===== src/rtl/packeter_pkg.sv =====
// Shared constants, FSM state type and CRC-8 helper for the sample packeter.
package packeter_pkg;

  localparam logic [7:0]  SYNC_BYTE      = 8'hA5;
  localparam int unsigned TYPE_EVENT_BIT = 7;
  localparam int unsigned FLAG_SOVF_BIT  = 0;
  localparam int unsigned FLAG_EOVF_BIT  = 1;
  localparam logic [7:0]  CRC8_POLY      = 8'h07;

  typedef enum logic [2:0] {
    ST_IDLE,
    ST_SYNC,
    ST_TYPE,
    ST_SEQ,
    ST_PAYLOAD,
    ST_CRC
  } pkt_state_t;

  // CRC-8, MSB first, no reflection: fold one byte into the running remainder.
  function automatic logic [7:0] crc8_update(input logic [7:0] crc, input logic [7:0] data);
    logic [7:0] c;
    c = crc ^ data;
    for (int unsigned i = 0; i < 8; i++) begin
      c = c[7] ? ({c[6:0], 1'b0} ^ CRC8_POLY) : {c[6:0], 1'b0};
    end
    return c;
  endfunction

endpackage


===== src/rtl/packeter_fifo.sv =====
// Synchronous show-ahead byte FIFO; occupancy comes from extended-width pointers.
module packeter_fifo #(
  parameter int unsigned DEPTH = 512
) (
  input  logic                     clk,
  input  logic                     nreset,
  input  logic                     wr_en,
  input  logic [7:0]               din,
  input  logic                     rd_en,
  output logic [7:0]               dout,
  output logic [$clog2(DEPTH):0]   count,
  output logic                     full,
  output logic                     empty
);

  localparam int unsigned AW = $clog2(DEPTH);
  localparam int unsigned PW = AW + 1;

  logic [7:0]    mem [DEPTH];
  logic [PW-1:0] wr_ptr, rd_ptr, wr_ptr_nxt, rd_ptr_nxt;
  logic          wr_ok, rd_ok;

  assign full  = (count == PW'(DEPTH));
  assign empty = (count == '0);
  assign wr_ok = wr_en && !full;
  assign rd_ok = rd_en && !empty;
  assign dout  = mem[rd_ptr[AW-1:0]];

  always_comb begin
    wr_ptr_nxt = wr_ptr + PW'(wr_ok);
    rd_ptr_nxt = rd_ptr + PW'(rd_ok);
  end

  always_ff @(posedge clk or negedge nreset) begin
    if (!nreset) begin
      wr_ptr <= '0;
      rd_ptr <= '0;
      count  <= '0;
    end else begin
      wr_ptr <= wr_ptr_nxt;
      rd_ptr <= rd_ptr_nxt;
      count  <= wr_ptr_nxt - rd_ptr_nxt;
    end
  end

  always_ff @(posedge clk) begin
    if (wr_ok) mem[wr_ptr[AW-1:0]] <= din;
  end

endmodule


===== src/rtl/sample_packeter.sv =====
// Frames buffered sample bytes and latched events into A5/TYPE/SEQ packets.
// Define PACKETER_CRC_EN to append a CRC-8 trailer after each payload.
module sample_packeter
  import packeter_pkg::*;
#(
  parameter int unsigned PAYLOAD_LEN = 192,
  parameter int unsigned FIFO_DEPTH  = 512
) (
  input  logic       clk,
  input  logic       nreset,
  input  logic       sample_valid,
  input  logic [7:0] sample_data,
  input  logic       event_valid,
  input  logic [7:0] event_data,
  output logic       out_valid,
  output logic [7:0] out_data
);

  localparam int unsigned   CW       = $clog2(FIFO_DEPTH) + 1;
  localparam logic [CW-1:0] PL_COUNT = CW'(PAYLOAD_LEN);
  localparam logic [7:0]    PL_LAST  = 8'(PAYLOAD_LEN - 1);

  pkt_state_t    state, state_nxt;
  logic          is_event;
  logic [7:0]    seq, pay_cnt, ev_data, byte_nxt, type_byte;
  logic          ev_pending, sovf, eovf;
  logic          pkt_done, fifo_rd, fifo_full, fifo_empty;
  logic [CW-1:0] fifo_count;
  logic [7:0]    fifo_dout;
`ifdef PACKETER_CRC_EN
  logic [7:0]    crc;
`endif

  packeter_fifo #(.DEPTH(FIFO_DEPTH)) u_fifo (
    .clk    (clk),
    .nreset (nreset),
    .wr_en  (sample_valid),
    .din    (sample_data),
    .rd_en  (fifo_rd),
    .dout   (fifo_dout),
    .count  (fifo_count),
    .full   (fifo_full),
    .empty  (fifo_empty)
  );

  always_comb begin
    type_byte = '0;
    type_byte[TYPE_EVENT_BIT] = is_event;
    type_byte[FLAG_SOVF_BIT]  = sovf;
    type_byte[FLAG_EOVF_BIT]  = eovf;
  end

  // byte_nxt is the byte shown on out_data after the coming edge.
  always_comb begin
    state_nxt = state;
    byte_nxt  = '0;
    fifo_rd   = 1'b0;
    pkt_done  = 1'b0;
    case (state)
      ST_IDLE: begin
        if (ev_pending || fifo_count >= PL_COUNT) state_nxt = ST_SYNC;
      end
      ST_SYNC: begin
        byte_nxt  = SYNC_BYTE;
        state_nxt = ST_TYPE;
      end
      ST_TYPE: begin
        byte_nxt  = type_byte;
        state_nxt = ST_SEQ;
      end
      ST_SEQ: begin
        byte_nxt  = seq;
        state_nxt = ST_PAYLOAD;
      end
      ST_PAYLOAD: begin
        if (is_event) begin
          byte_nxt = ev_data;
        end else begin
          byte_nxt = fifo_dout;
          fifo_rd  = !fifo_empty;
        end
        if (is_event || pay_cnt == PL_LAST) begin
`ifdef PACKETER_CRC_EN
          state_nxt = ST_CRC;
`else
          state_nxt = ST_IDLE;
          pkt_done  = 1'b1;
`endif
        end
      end
`ifdef PACKETER_CRC_EN
      ST_CRC: begin
        byte_nxt  = crc;
        state_nxt = ST_IDLE;
        pkt_done  = 1'b1;
      end
`endif
      default: state_nxt = ST_IDLE;
    endcase
  end

  always_ff @(posedge clk or negedge nreset) begin
    if (!nreset) begin
      state     <= ST_IDLE;
      is_event  <= 1'b0;
      pay_cnt   <= '0;
      seq       <= '0;
      out_valid <= 1'b0;
      out_data  <= '0;
    end else begin
      state     <= state_nxt;
      out_valid <= (state != ST_IDLE);
      out_data  <= byte_nxt;
      if (state == ST_IDLE) is_event <= ev_pending;
      pay_cnt   <= (state == ST_PAYLOAD) ? pay_cnt + 8'd1 : '0;
      if (pkt_done) seq <= seq + 8'd1;
    end
  end

  // The latch is judged on its pre-edge state, so an event arriving while the
  // latched one is being emitted still counts as an overflow.
  always_ff @(posedge clk or negedge nreset) begin
    if (!nreset) begin
      ev_pending <= 1'b0;
      ev_data    <= '0;
      sovf       <= 1'b0;
      eovf       <= 1'b0;
    end else begin
      if (state == ST_PAYLOAD && is_event) ev_pending <= 1'b0;
      if (event_valid && !ev_pending) begin
        ev_pending <= 1'b1;
        ev_data    <= event_data;
      end
      sovf <= (sovf && state != ST_TYPE) || (sample_valid && fifo_full);
      eovf <= (eovf && state != ST_TYPE) || (event_valid && ev_pending);
    end
  end

`ifdef PACKETER_CRC_EN
  always_ff @(posedge clk or negedge nreset) begin
    if (!nreset) begin
      crc <= '0;
    end else if (state == ST_IDLE) begin
      crc <= '0;
    end else if (state != ST_CRC) begin
      crc <= crc8_update(crc, byte_nxt);
    end
  end
`endif

endmodule


===== config.mk =====
export PLATFORM = sky130hd
export DESIGN_NAME = sample_packeter
export DESIGN_NICKNAME = d
export VERILOG_FILES = /design/src/rtl/packeter_pkg.sv /design/src/rtl/packeter_fifo.sv /design/src/rtl/sample_packeter.sv
export SDC_FILE = /design/constraint.sdc
export NUM_CORES = 2
export LEC_CHECK = 0
export CORE_AREA = 2 2 725 727
export DETAILED_ROUTE_END_ITERATION = 8
export DIE_AREA = 0 0 727 729
export PLACE_DENSITY_LB_ADDON = 0.3
export SYNTH_ARGS = -nofsm -noshare
export SYNTH_HDL_FRONTEND = slang
export SYNTH_SLANG_ARGS = --single-unit

===== constraint.sdc =====
create_clock -name clk -period 4 [get_ports clk]
set_input_delay 0.6 -clock clk [delete_from_list [all_inputs] [get_ports clk]]
set_output_delay 0.6 -clock clk [all_outputs]
set_load 0.1 [all_outputs]

==> results.md <==
Placed design:
- Port buffering added 28 buffers.
- The placed instances occupy a cell area of 0.1758 mm².
- After detailed placement, the design holds a cell count of 14900.
- The congestion estimate from routability-driven global placement came to 0.8857.
- After legalization and detailed placement, the total HPWL measured 312.7 mm.

Routing:
- The number of vias in the routed layout is 83030.
- The post-detailed-route DRC marker count is 0.
- The DRC violation total after the first TritonRoute iteration is 10150.
- The detail route stage leaves a number of antenna-violating nets equal to 0.
- The wire length per cell is 31.17 µm.
- The number of optimization iterations in the first detailed-route pass is 6.
- Dividing the detail-routed via count by the number of cells gives 5.289.
- The final wirelength is 489.3 mm.

Timing:
- In the final timing run, aggregate negative setup slack is -0.02472 ns.
- The fraction of the cycle the final worst path needs is 100.6%.
- The number of hold violations in the final report came to 0.
- The slew of the pin with the lowest slew margin is 1.175 ns.
- Subtracting the final worst setup slack from the clock period gives 4.025 ns.
- The max-slew violation count came to 0.
- The maximum achievable frequency is 248.5 MHz.
- Setup violations remaining at the end of the flow were counted as 1.
- The relative slew slack is 21.39%.
- The final worst-path setup slack is -0.02472 ns.
- The setup skew after layout is 0.05864 ns.

Setup path:
- For flop-to-flop paths, the worst setup slack is -0.02 ns.
- Data on the critical path is required at its endpoint by 4.90 ns.
- Broken down by cell family, the worst path's largest delay share belongs to simple AND/OR/NAND/NOR gates.
- For the worst setup path, the data arrival time is 4.92 ns.
- The worst setup path is captured at a flop.
- The count of buffering cells on the critical path with inverters included is 3.
- Traced cell by cell, the critical path runs through and2_4 > buf_12 > buf_4 > a22oi_1 > nand3_1 > nand3_1 > nor4_1 > buf_4 > a21oi_1 > nand4_1.
- The critical path startpoint category is a flop.
- The largest fanout on the critical path is 25.
- The setup path with the least slack is of type flop to flop.
- In this design, the stage delay of the slowest critical-path cell is 0.89 ns.
- For this design, the slowest cell found on the critical path is sky130_fd_sc_hd__and2_4.

Synth:
- After synthesis, flip-flops and latches occupy 77.25% of the total area.
- Synthesis produced 7570 cells.
- The mapped netlist covers 0.1615 mm².
- Yosys printed 0 warnings.
- For this run, asynchronously set or reset flops after synthesis account for 1.680%.
- The number of library cell types mapped by synthesis is 69.
- The leading register cell type out of synthesis is sky130_fd_sc_hd__edfxtp_1.
- Averaged over all synthesized cells, the footprint is 21.33 µm².
- The count of flip-flops with a built-in enable after synthesis is 4096.
- The synthesized design contains 4166 register bits.
- Counting every net in the synthesized netlist gives 7606.

Floorplan:
- The die outline area is 0.5300 mm².
- The standard-cell row count is 266.
- The die span in y is 729 µm.
- For this configuration, the core starts out at a cell density of 30.89%.
- From left edge to right edge, the die measures 727 µm.
- In this run the standard cell core region covers 0.5229 mm².
- The boundary pin count is 29.

Clock network:
- The clock tree root driver cell is sky130_fd_sc_hd__clkbuf_16.
- The TritonCTS clock tree is done.
- The H-tree was split into 5 levels.
- Buffers added to address setup during post-CTS repair amount to 0.
- The clock latency on the worst-skew pair is 1.00 ns.
- The clock tree buffer depth is 4.
- After clock tree synthesis, the clock-pin slew on the worst setup and hold paths is 0.06 ns.
- In this run, CTS created clock tree buffers numbering 432.
- The tree built by TritonCTS fans out to 4166 sinks.

Global routing:
- The routing usage on met2 is 29.23%.
- The most used routing layer in global routing is met2.
- Global routing used 3.263% of the available met3 tracks.
- Entering global routing, the biggest net connects 156 pins.
- The number of global-route vias before repair is 84370.
- The overall overflow remaining after global route is 0.
- Global routing consumed, over all layers together, 17.99% of the routing resources.
- The initial antenna violation count is 36.
- The first global-routing pass estimated 678.2 mm of wire.
- Global routing used 24.50% of the available met1 tracks.

Power:
- The cell-internal power is 0.08424 W.
- The sequential fraction of design power is 41.3%.
- Across the VDD grid, the largest voltage drop is 0.4317 mV.
- Summed over all cells, the static leakage comes to 59.73 nW.
- The switching part of the total power is 28.69%.
- The clock share of power is 33.8%.
- The power density of the placed cells is 621.8 mW/mm².
- Of the total power, combinational logic draws 24.8%.
- The net load switching power is 0.03389 W.
- The total chip power is 0.1181 W.

Layout:
- After routing the design area is 0.1900 mm².
- The area growth from synthesis to final layout is 17.63%.
- The filler cell count in the final layout is 47560.
- In the layout the commonest cells are sky130_fd_sc_hd__edfxtp_1 (4096), sky130_fd_sc_hd__mux4_2 (992), sky130_fd_sc_hd__buf_4 (671).
- In the final design database the tool counted 8403 nets.
- The most common library cell in the layout ignoring fill and taps is sky130_fd_sc_hd__edfxtp_1.
- The final core utilization is 36.33%.
- The number of standard cells in the layout, taps in and fillers out is 15700.
- The fraction of final layout cells sized beyond drive strength 1 is 28.46%.

Worst hold path:
- The tightest min-delay check is of the input pin to flop type.

Status:
- The checks that failed: negative setup slack.
- The flow ran to the end, but the final reports show violations.

Run:
- Across the run, the number of max-cap violations was 0.
==> final timing paths <==
| check | from | to | cells past startpoint |
|---|---|---|---|
| worst min-delay path | sample_data[4] | u_fifo.mem[372][4]$_DFFE_PP_ | 1 |
| worst min register to register | u_fifo.wr_ptr[9]$_DFF_PN0_ | u_fifo.wr_ptr[9]$_DFF_PN0_ | 1 |
| max in group asynchronous | nreset | u_fifo.rd_ptr[0]$_DFF_PN0_ | 3 |
| worst max-delay path | u_fifo.rd_ptr[2]$_DFF_PN0_ | out_data[5]$_DFF_PN0_ | 10 |
| min in group asynchronous | nreset | ev_data[1]$_DFFE_PN0P_ | 2 |
| worst max register to register | u_fifo.rd_ptr[2]$_DFF_PN0_ | out_data[5]$_DFF_PN0_ | 10 |
==> synthesized netlist by cell type, drive strengths merged, types with 43 or more instances <==
library cell,instances,share of area [%]
nand2,157,0.36
nor2,593,1.4
a21oi,130,0.40
mux2i,254,1.6
o22ai,106,0.41
a22oi,141,0.66
mux4,992,14
dfrtp,70,1.1
nor3,43,0.13
nand3,48,0.15
o221ai,84,0.46
edfxtp,4096,76
clkbuf,258,0.60
buf,207,0.96
==> sequential cells by signal, indices dropped and copies added (netlist names) <==
signal,flops
u_fifo.mem,4096
u_fifo.count,10
u_fifo.rd_ptr,10
u_fifo.wr_ptr,10
ev_data,8
out_data,8
pay_cnt,8
seq,8
state,3
eovf,1
ev_pending,1
is_event,1
out_valid,1
sovf,1
==> timing repair <==
item                                    CTS  global route
pin swaps                                 0             0
endpoints found under the setup margin    3             7
hold endpoints to repair                 80             0
hold buffers                              2             0
cloned                                    0             2
gates resized for setup                   3             9
==> through the flow <==
stage          hold WS [ns]  setup WS [ns]
2_1_floorplan        0.3044         0.7598
3_3_place_gp         0.4642        -0.3659
3_5_place_dp         0.4637        -0.1160
4_1_cts             0.07013        0.03177
5_1_grt              0.1123       -0.02301
6_report             0.1445       -0.02472
==> cell type report <==
cell class                 count  area, µm²  share of cell area, %
sequential                  4166     124800                  65.68
multi-input combinational   2917      34390                  18.10
clock buffer                 528      11380                  5.990
tap                         6968       8718                  4.589
timing repair buffer         828       7946                  4.183
clock inverter               260       2640                  1.390
inverter                      22      92.59                0.04874
antenna                       11      27.53                0.01449
==> metal layers <==
layer,vias to the layer above,routed length [µm]
li1,33310,-
met1,45150,199300
met2,3859,233400
met3,707,39850
met4,4,16770
met5,-,21
==> kinds of logic (layout without fill, tap and decap cells) <==
group | Yosys count | after routing | synth area share, %
AOI/OAI and AO/OA | 651 | 651 | 2.809
other | 0 | 11 | 0
and+or+nand+nor | 944 | 944 | 2.438
xor gates and xnor gates | 37 | 37 | 0.2007
DFF | 4166 | 4166 | 77.25
muxes | 1269 | 1269 | 15.57
buffers and inverters | 487 | 1638 | 1.609
adders and majority gates | 16 | 16 | 0.1286
==> power by group through the flow <==
stage               clock (W)  sequential (W)  combinational, W
floorplan                   0          0.0497            0.0181
global placement            0          0.0497            0.0293
detailed placement          0          0.0497            0.0294
CTS                    0.0406          0.0488            0.0295
global route           0.0422          0.0488            0.0306
finish                 0.0400          0.0488            0.0293
(Power assumes the default switching activity.)
